===== src/rtl/alu_pipe_param.sv =====
// alu_pipe_param: three-stage, flow-controlled pipelined ALU.
//   S1 registers the operands, S2 executes and registers result/flags/err,
//   and S3 is the output register that drives every out_* port.
//   Each stage holds a valid bit. The ready chain is combinational, so the
//   pipeline has no bubbles and sustains one operation per clock.
// Ports:
//   clk, reset           rising-edge clock, asynchronous active-high reset
//   in_valid/in_ready    input handshake for op_code, a, b, in_tag
//   out_valid/out_ready  output handshake for result, flags, out_err, out_tag
//   result               WIDTH-bit result, which wraps modulo 2^WIDTH
//   flag_z/n/c/v         zero, negative, carry/borrow/shifted-out, overflow
//   out_err              the opcode was illegal (12-15)
//   out_tag              in_tag of this operation, returned unchanged
`timescale 1ns/1ps
module alu_pipe_param #(
  parameter int WIDTH = 8,
  parameter int TAG_W = 4
) (
  input  logic             clk,
  input  logic             reset,
  input  logic             in_valid,
  output logic             in_ready,
  input  logic [3:0]       op_code,
  input  logic [WIDTH-1:0] a,
  input  logic [WIDTH-1:0] b,
  input  logic [TAG_W-1:0] in_tag,
  output logic             out_valid,
  input  logic             out_ready,
  output logic [WIDTH-1:0] result,
  output logic             flag_z,
  output logic             flag_n,
  output logic             flag_c,
  output logic             flag_v,
  output logic             out_err,
  output logic [TAG_W-1:0] out_tag
);

  localparam int MSB = WIDTH - 1;

  localparam logic [3:0] OP_ADD = 4'd0;
  localparam logic [3:0] OP_SUB = 4'd1;
  localparam logic [3:0] OP_AND = 4'd2;
  localparam logic [3:0] OP_OR  = 4'd3;
  localparam logic [3:0] OP_XOR = 4'd4;
  localparam logic [3:0] OP_NOT = 4'd5;
  localparam logic [3:0] OP_SHL = 4'd6;
  localparam logic [3:0] OP_SHR = 4'd7;
  localparam logic [3:0] OP_SRA = 4'd8;
  localparam logic [3:0] OP_ROL = 4'd9;
  localparam logic [3:0] OP_ROR = 4'd10;
  localparam logic [3:0] OP_CMP = 4'd11;

  // Signed overflow of x+y: the operands agree in sign and the sum does not.
  function automatic logic add_ovf(input logic signed [WIDTH-1:0] x,
                                   input logic signed [WIDTH-1:0] y,
                                   input logic signed [WIDTH-1:0] s);
    return (x[MSB] == y[MSB]) && (s[MSB] != x[MSB]);
  endfunction

  // Signed overflow of x-y: the operands differ in sign and the result
  // takes the sign of y.
  function automatic logic sub_ovf(input logic signed [WIDTH-1:0] x,
                                   input logic signed [WIDTH-1:0] y,
                                   input logic signed [WIDTH-1:0] d);
    return (x[MSB] != y[MSB]) && (d[MSB] != x[MSB]);
  endfunction

  logic             vld_p0_q, vld_p1_q, vld_p2_q;
  logic             ld_p0, ld_p1, ld_p2;

  logic [3:0]       op_p0_q;
  logic [WIDTH-1:0] a_p0_q, b_p0_q;
  logic [TAG_W-1:0] tag_p0_q;

  logic [WIDTH-1:0] res_p1_q, res_p1_d;
  logic             z_p1_q, n_p1_q, c_p1_q, v_p1_q, err_p1_q;
  logic             z_p1_d, n_p1_d, c_p1_d, v_p1_d, err_p1_d;
  logic [TAG_W-1:0] tag_p1_q;

  logic [WIDTH-1:0] res_p2_q;
  logic             z_p2_q, n_p2_q, c_p2_q, v_p2_q, err_p2_q;
  logic [TAG_W-1:0] tag_p2_q;

  logic signed [WIDTH-1:0] a_s_p0, b_s_p0;
  logic [WIDTH:0]          sum_ext, dif_ext;
  logic [WIDTH-1:0]        zn_src;

  // Ready chain, evaluated from the output backwards. A stage loads when it
  // is empty or when the stage after it is loading.
  assign ld_p2    = !vld_p2_q || out_ready;
  assign ld_p1    = !vld_p1_q || ld_p2;
  assign ld_p0    = !vld_p0_q || ld_p1;
  assign in_ready = ld_p0;

  always_ff @(posedge clk or posedge reset) begin
    if (reset) begin
      vld_p0_q <= 1'b0;
      vld_p1_q <= 1'b0;
      vld_p2_q <= 1'b0;
    end else begin
      if (ld_p0) vld_p0_q <= in_valid;
      if (ld_p1) vld_p1_q <= vld_p0_q;
      if (ld_p2) vld_p2_q <= vld_p1_q;
    end
  end

  // ---- S1: operand capture ----
  always_ff @(posedge clk) begin
    if (ld_p0) begin
      op_p0_q  <= op_code;
      a_p0_q   <= a;
      b_p0_q   <= b;
      tag_p0_q <= in_tag;
    end
  end

  // ---- S2: execute ----
  assign a_s_p0  = a_p0_q;
  assign b_s_p0  = b_p0_q;
  assign sum_ext = {1'b0, a_p0_q} + {1'b0, b_p0_q};
  assign dif_ext = {1'b0, a_p0_q} - {1'b0, b_p0_q};

  always_comb begin
    res_p1_d = '0;
    c_p1_d   = 1'b0;
    v_p1_d   = 1'b0;
    err_p1_d = 1'b0;
    case (op_p0_q)
      OP_ADD: begin
        res_p1_d = sum_ext[MSB:0];
        c_p1_d   = sum_ext[WIDTH];
        v_p1_d   = add_ovf(a_s_p0, b_s_p0, sum_ext[MSB:0]);
      end
      OP_SUB: begin
        res_p1_d = dif_ext[MSB:0];
        c_p1_d   = dif_ext[WIDTH];
        v_p1_d   = sub_ovf(a_s_p0, b_s_p0, dif_ext[MSB:0]);
      end
      OP_AND: res_p1_d = a_p0_q & b_p0_q;
      OP_OR:  res_p1_d = a_p0_q | b_p0_q;
      OP_XOR: res_p1_d = a_p0_q ^ b_p0_q;
      OP_NOT: res_p1_d = ~a_p0_q;
      OP_SHL: begin
        res_p1_d = {a_p0_q[MSB-1:0], 1'b0};
        c_p1_d   = a_p0_q[MSB];
      end
      OP_SHR: begin
        res_p1_d = {1'b0, a_p0_q[MSB:1]};
        c_p1_d   = a_p0_q[0];
      end
      OP_SRA: begin
        res_p1_d = a_s_p0 >>> 1;
        c_p1_d   = a_p0_q[0];
      end
      OP_ROL: begin
        res_p1_d = {a_p0_q[MSB-1:0], a_p0_q[MSB]};
        c_p1_d   = a_p0_q[MSB];
      end
      OP_ROR: begin
        res_p1_d = {a_p0_q[0], a_p0_q[MSB:1]};
        c_p1_d   = a_p0_q[0];
      end
      // CMP returns A unchanged but reports the flags of A-B.
      OP_CMP: begin
        res_p1_d = a_p0_q;
        c_p1_d   = dif_ext[WIDTH];
        v_p1_d   = sub_ovf(a_s_p0, b_s_p0, dif_ext[MSB:0]);
      end
      default: err_p1_d = 1'b1;
    endcase
    zn_src = (op_p0_q == OP_CMP) ? dif_ext[MSB:0] : res_p1_d;
    z_p1_d = (zn_src == '0);
    n_p1_d = zn_src[MSB];
  end

  always_ff @(posedge clk) begin
    if (ld_p1) begin
      res_p1_q <= res_p1_d;
      z_p1_q   <= z_p1_d;
      n_p1_q   <= n_p1_d;
      c_p1_q   <= c_p1_d;
      v_p1_q   <= v_p1_d;
      err_p1_q <= err_p1_d;
      tag_p1_q <= tag_p0_q;
    end
  end

  // ---- S3: output register ----
  always_ff @(posedge clk or posedge reset) begin
    if (reset) begin
      res_p2_q <= '0;
      z_p2_q   <= 1'b0;
      n_p2_q   <= 1'b0;
      c_p2_q   <= 1'b0;
      v_p2_q   <= 1'b0;
      err_p2_q <= 1'b0;
      tag_p2_q <= '0;
    end else if (ld_p2) begin
      res_p2_q <= res_p1_q;
      z_p2_q   <= z_p1_q;
      n_p2_q   <= n_p1_q;
      c_p2_q   <= c_p1_q;
      v_p2_q   <= v_p1_q;
      err_p2_q <= err_p1_q;
      tag_p2_q <= tag_p1_q;
    end
  end

  assign out_valid = vld_p2_q;
  assign result    = res_p2_q;
  assign flag_z    = z_p2_q;
  assign flag_n    = n_p2_q;
  assign flag_c    = c_p2_q;
  assign flag_v    = v_p2_q;
  assign out_err   = err_p2_q;
  assign out_tag   = tag_p2_q;

endmodule


===== config.mk =====
export PLATFORM = sky130hd
export DESIGN_NAME = alu_pipe_param
export DESIGN_NICKNAME = d
export VERILOG_FILES = /design/src/rtl/alu_pipe_param.sv
export SDC_FILE = /design/constraint.sdc
export NUM_CORES = 1
export LEC_CHECK = 0
export CAP_MARGIN = 40
export CELL_PAD_IN_SITES_DETAIL_PLACEMENT = 1
export CELL_PAD_IN_SITES_GLOBAL_PLACEMENT = 2
export CORE_ASPECT_RATIO = 0.8
export CORE_MARGIN = 5
export CORE_UTILIZATION = 36
export DETAILED_ROUTE_END_ITERATION = 12
export PLACE_DENSITY_LB_ADDON = 0.15
export SKIP_CTS_REPAIR_TIMING = 1
export SLEW_MARGIN = 20
export SYNTH_ARGS = -nofsm -noshare
export SYNTH_HDL_FRONTEND = slang
export SYNTH_SLANG_ARGS = --single-unit

===== constraint.sdc =====
create_clock -name clk -period 3.1 [get_ports clk]
set_clock_uncertainty 0.2 [all_clocks]
set_input_delay 0.62 -clock clk [delete_from_list [all_inputs] [get_ports clk]]
set_output_delay 0.62 -clock clk [all_outputs]
set_load 0.02 [all_outputs]

==> results.tsv <==
metric	value	unit
area_growth_syn_to_layout	28.19	%
io_buffer_count	46	
ys.flop_type	edfxtp_1	
core_area	0.01028	mm2
path_class	reg2reg	
dieArea	0.01269	mm2
synth_top_family_by_area	simple AND/OR/NAND/NOR gates	
synth_fa_ha_area_frac	0.08980	
hpwlAfterDp	8537	um
die_h	101.8	um
ir_drop	0.4234	mV
clk_latency	0.33	ns
grt_max_degree	26	
finalCritPeriodShare	0.9540	
synth_top_area_cell	edfxtp_1	
grt.total_usage	0.1832	
start_util	0.3686	
leakage	2.031	nW
vias	3099	
final_antenna_net_count	0	
arrival	2.96	ns
cts_sinks	61	
synth_warnings	0	
holdWs	0.2164	ns
status	finished clean	
avgViaCountPerCell	5.343	
grt_antenna_before_repair	0	
worst_pin_slew	0.6690	ns
drcViolationCount	0	
synth_mux_area_frac	0.02245	
hold_path_class	reg2reg	
drv_cap	0	
pwr_density_cell	603.0	mW/mm2
r2r_setup_slack	0.14	ns
setup_slack	0.1425	ns
die_w	124.7	um
final_cells	580	
cts_tree	yes	
critPathMaxFanout	3	
dr.pass1.iters	6	
place_ws	0.08052	ns
final_core_util	0.4726	
avgRoutedWirePerCell	19.50	um
synth_compound_area_frac	0.1548	
fmax	0.3381	GHz
synthCells	371	
start_kind	flop	
cts_buffer_depth	2	
fillCellCount	1133	
place_congestion	0.9352	
worstPathRequired	3.10	ns
syn_nets	425	
io_pins	47	
gr-total-overflow	0	
drive_gt1_frac	0.1500	
wirelength	11310	um
crit_chain	inv_2 > ha_4 > inv_1 > fa_1 > nor2_1 > a2111oi_1 > nor2_1 > nand3_2 > or3b_4 > o41ai_4 > o21a_1	
synth-seq-area-share	0.4569	
dp_cells	559	
synth_xor_area_frac	0.01849	
cp_common_cell	nor2_1	
synth_edf_count	41	
synth_seq_cells	61	
synthTopCellsByArea	edfxtp_1, dfrtp_1, ha_1	
path_delay_family	simple AND/OR/NAND/NOR gates	
cts_buffers	9	
setup_viol	0	
syn-cell-area	0.003790	mm2
grt_pass1_vias	3218	
finalHoldViolCount	0	
synth_cell_types	71	
slowest_stage	fa_1	
dr.first_iter.drc_count	185	
h-tree-depth	3	
synth_simple_gate_area_frac	0.1954	
relSlewSlack	0.5540	
slowest_delay	0.50	ns
rows	33	
layout.nets	489	
async_flop_share	0.3279	
fin_crit	2.958	ns
clk_pin_slew_worst_paths	0.05	ns
cts-root-buf	clkbuf_16	
drv_slew	0	
cp_num_buf_inv	2	
syn_area_per_cell	10.22	um2
yosysTopAreaCellShare	0.3249	
grt_pass1_wl	17760	um
end_kind	flop	
antenna_cells	0	
[registers in the layout, indices dropped and copies added, names as in the netlist, 4 cells and up]
signal / cells
a_p0_q: 8
b_p0_q: 8
res_p1_q: 8
result: 8
op_p0_q: 4
out_tag: 4
tag_p0_q: 4
tag_p1_q: 4
[worst register-to-register path, stage by stage, from the launching register on]
cell and delay (ns):
edfxtp_1 0.42, inv_2 0.11, ha_4 0.14, inv_1 0.05, fa_1 0.50, nor2_1 0.11
a2111oi_1 0.07, nor2_1 0.15, nand3_2 0.12, or3b_4 0.45, o41ai_4 0.35, o21a_1 0.16
[report_power, final]
group / internal, W / leakage (nW) / switching [W]
clock: 0.000661 / 0.146 / 0.000344
combinational: 0.000368 / 1.22 / 0.000474
sequential: 0.00101 / 0.669 / 0.0000720
total: 0.00204 / 2.03 / 0.000890
[path summary, 6_finish.rpt]
path	from	endpoint	cells after the start
worst min register to register	tag_p0_q[2]$_DFFE_PP_	tag_p1_q[2]$_DFFE_PP_	0
max in group asynchronous	reset	result[5]$_DFFE_PP0P_	3
worst max-delay path	a_p0_q[0]$_DFFE_PP_	z_p1_q$_DFFE_PP_	11
min in group asynchronous	reset	out_tag[3]$_DFFE_PP0P_	2
worst min-delay path	tag_p0_q[2]$_DFFE_PP_	tag_p1_q[2]$_DFFE_PP_	0
worst max register to register	a_p0_q[0]$_DFFE_PP_	z_p1_q$_DFFE_PP_	11
[layout make-up]
| type | instances | area [um2] | area share |
|---|---|---|---|
| Clock buffer | 12 | 256.5 | 0.05279 |
| Clock inverter | 4 | 46.29 | 0.009529 |
| Inverter | 21 | 78.83 | 0.01622 |
| Multi-Input combinational cell | 269 | 1874 | 0.3858 |
| Sequential cell | 61 | 1732 | 0.3564 |
| Tap cell | 140 | 175.2 | 0.03605 |
| Timing Repair Buffer | 73 | 695.7 | 0.1432 |
[cells in the final DEF, fill, tap and decap left out, types with 7 or more instances in the layout]
| master | Yosys | layout |
|---|---|---|
| clkbuf_16 | 0 | 9 |
| nand2b_1 | 16 | 16 |
| ha_1 | 24 | 21 |
| buf_4 | 2 | 25 |
| a21oi_1 | 18 | 17 |
| clkdlybuf4s50_1 | 0 | 46 |
| dfrtp_1 | 20 | 20 |
| nor2_1 | 16 | 16 |
| nand2_1 | 70 | 70 |
| o21ai_0 | 12 | 11 |
| xnor2_1 | 7 | 7 |
| nor2b_1 | 8 | 8 |
| edfxtp_1 | 41 | 41 |
| inv_1 | 20 | 19 |
[metrics by stage]
step | TNS [ns] | power, W | cell area (um2)
floorplan | 0 | 0.001578 | 3790
CTS | 0 | 0.002931 | 4770
detailed placement | 0 | 0.001903 | 4467
global route | -0.01197 | 0.003077 | 4858
global placement | 0 | 0.001880 | 4439
finish | 0 | 0.002929 | 4858
[cell usage after synthesis (3+ instances only)]
library cell,instances
nand2b_1,16
and3_1,3
a21o_1,3
nand3_1,5
clkbuf_1,5
buf_6,7
inv_1,20
and2_1,3
nor2b_1,8
o2bb2ai_1,3
nor3_1,5
nor4_1,5
edfxtp_1,41
o211ai_1,3
dfrtp_1,20
ha_1,24
nand2_1,70
o22ai_1,5
buf_2,4
nor2_1,16
a21oi_1,18
xnor2_1,7
o21ai_0,12
a32oi_1,5
mux2i_1,4
[per-layer routing]
layer / vias to the layer above / global-route usage / part of all wire
met4: 0 / 0.05813 / 0.016
met1: 1540 / 0.2560 / 0.48
met3: 20 / 0.04902 / 0.063
met2: 89 / 0.2791 / 0.44
li1: 1450 / - / -
met5: - / 0 / 0
[kinds of logic after synthesis]
kind of cell	Yosys count
fa+ha+maj	26
simple gates	149
mux	7
compound gates	79
buf+inv	41
flops	61
xor+xnor	8
Note: power is estimated with default switching activity, not from simulation.
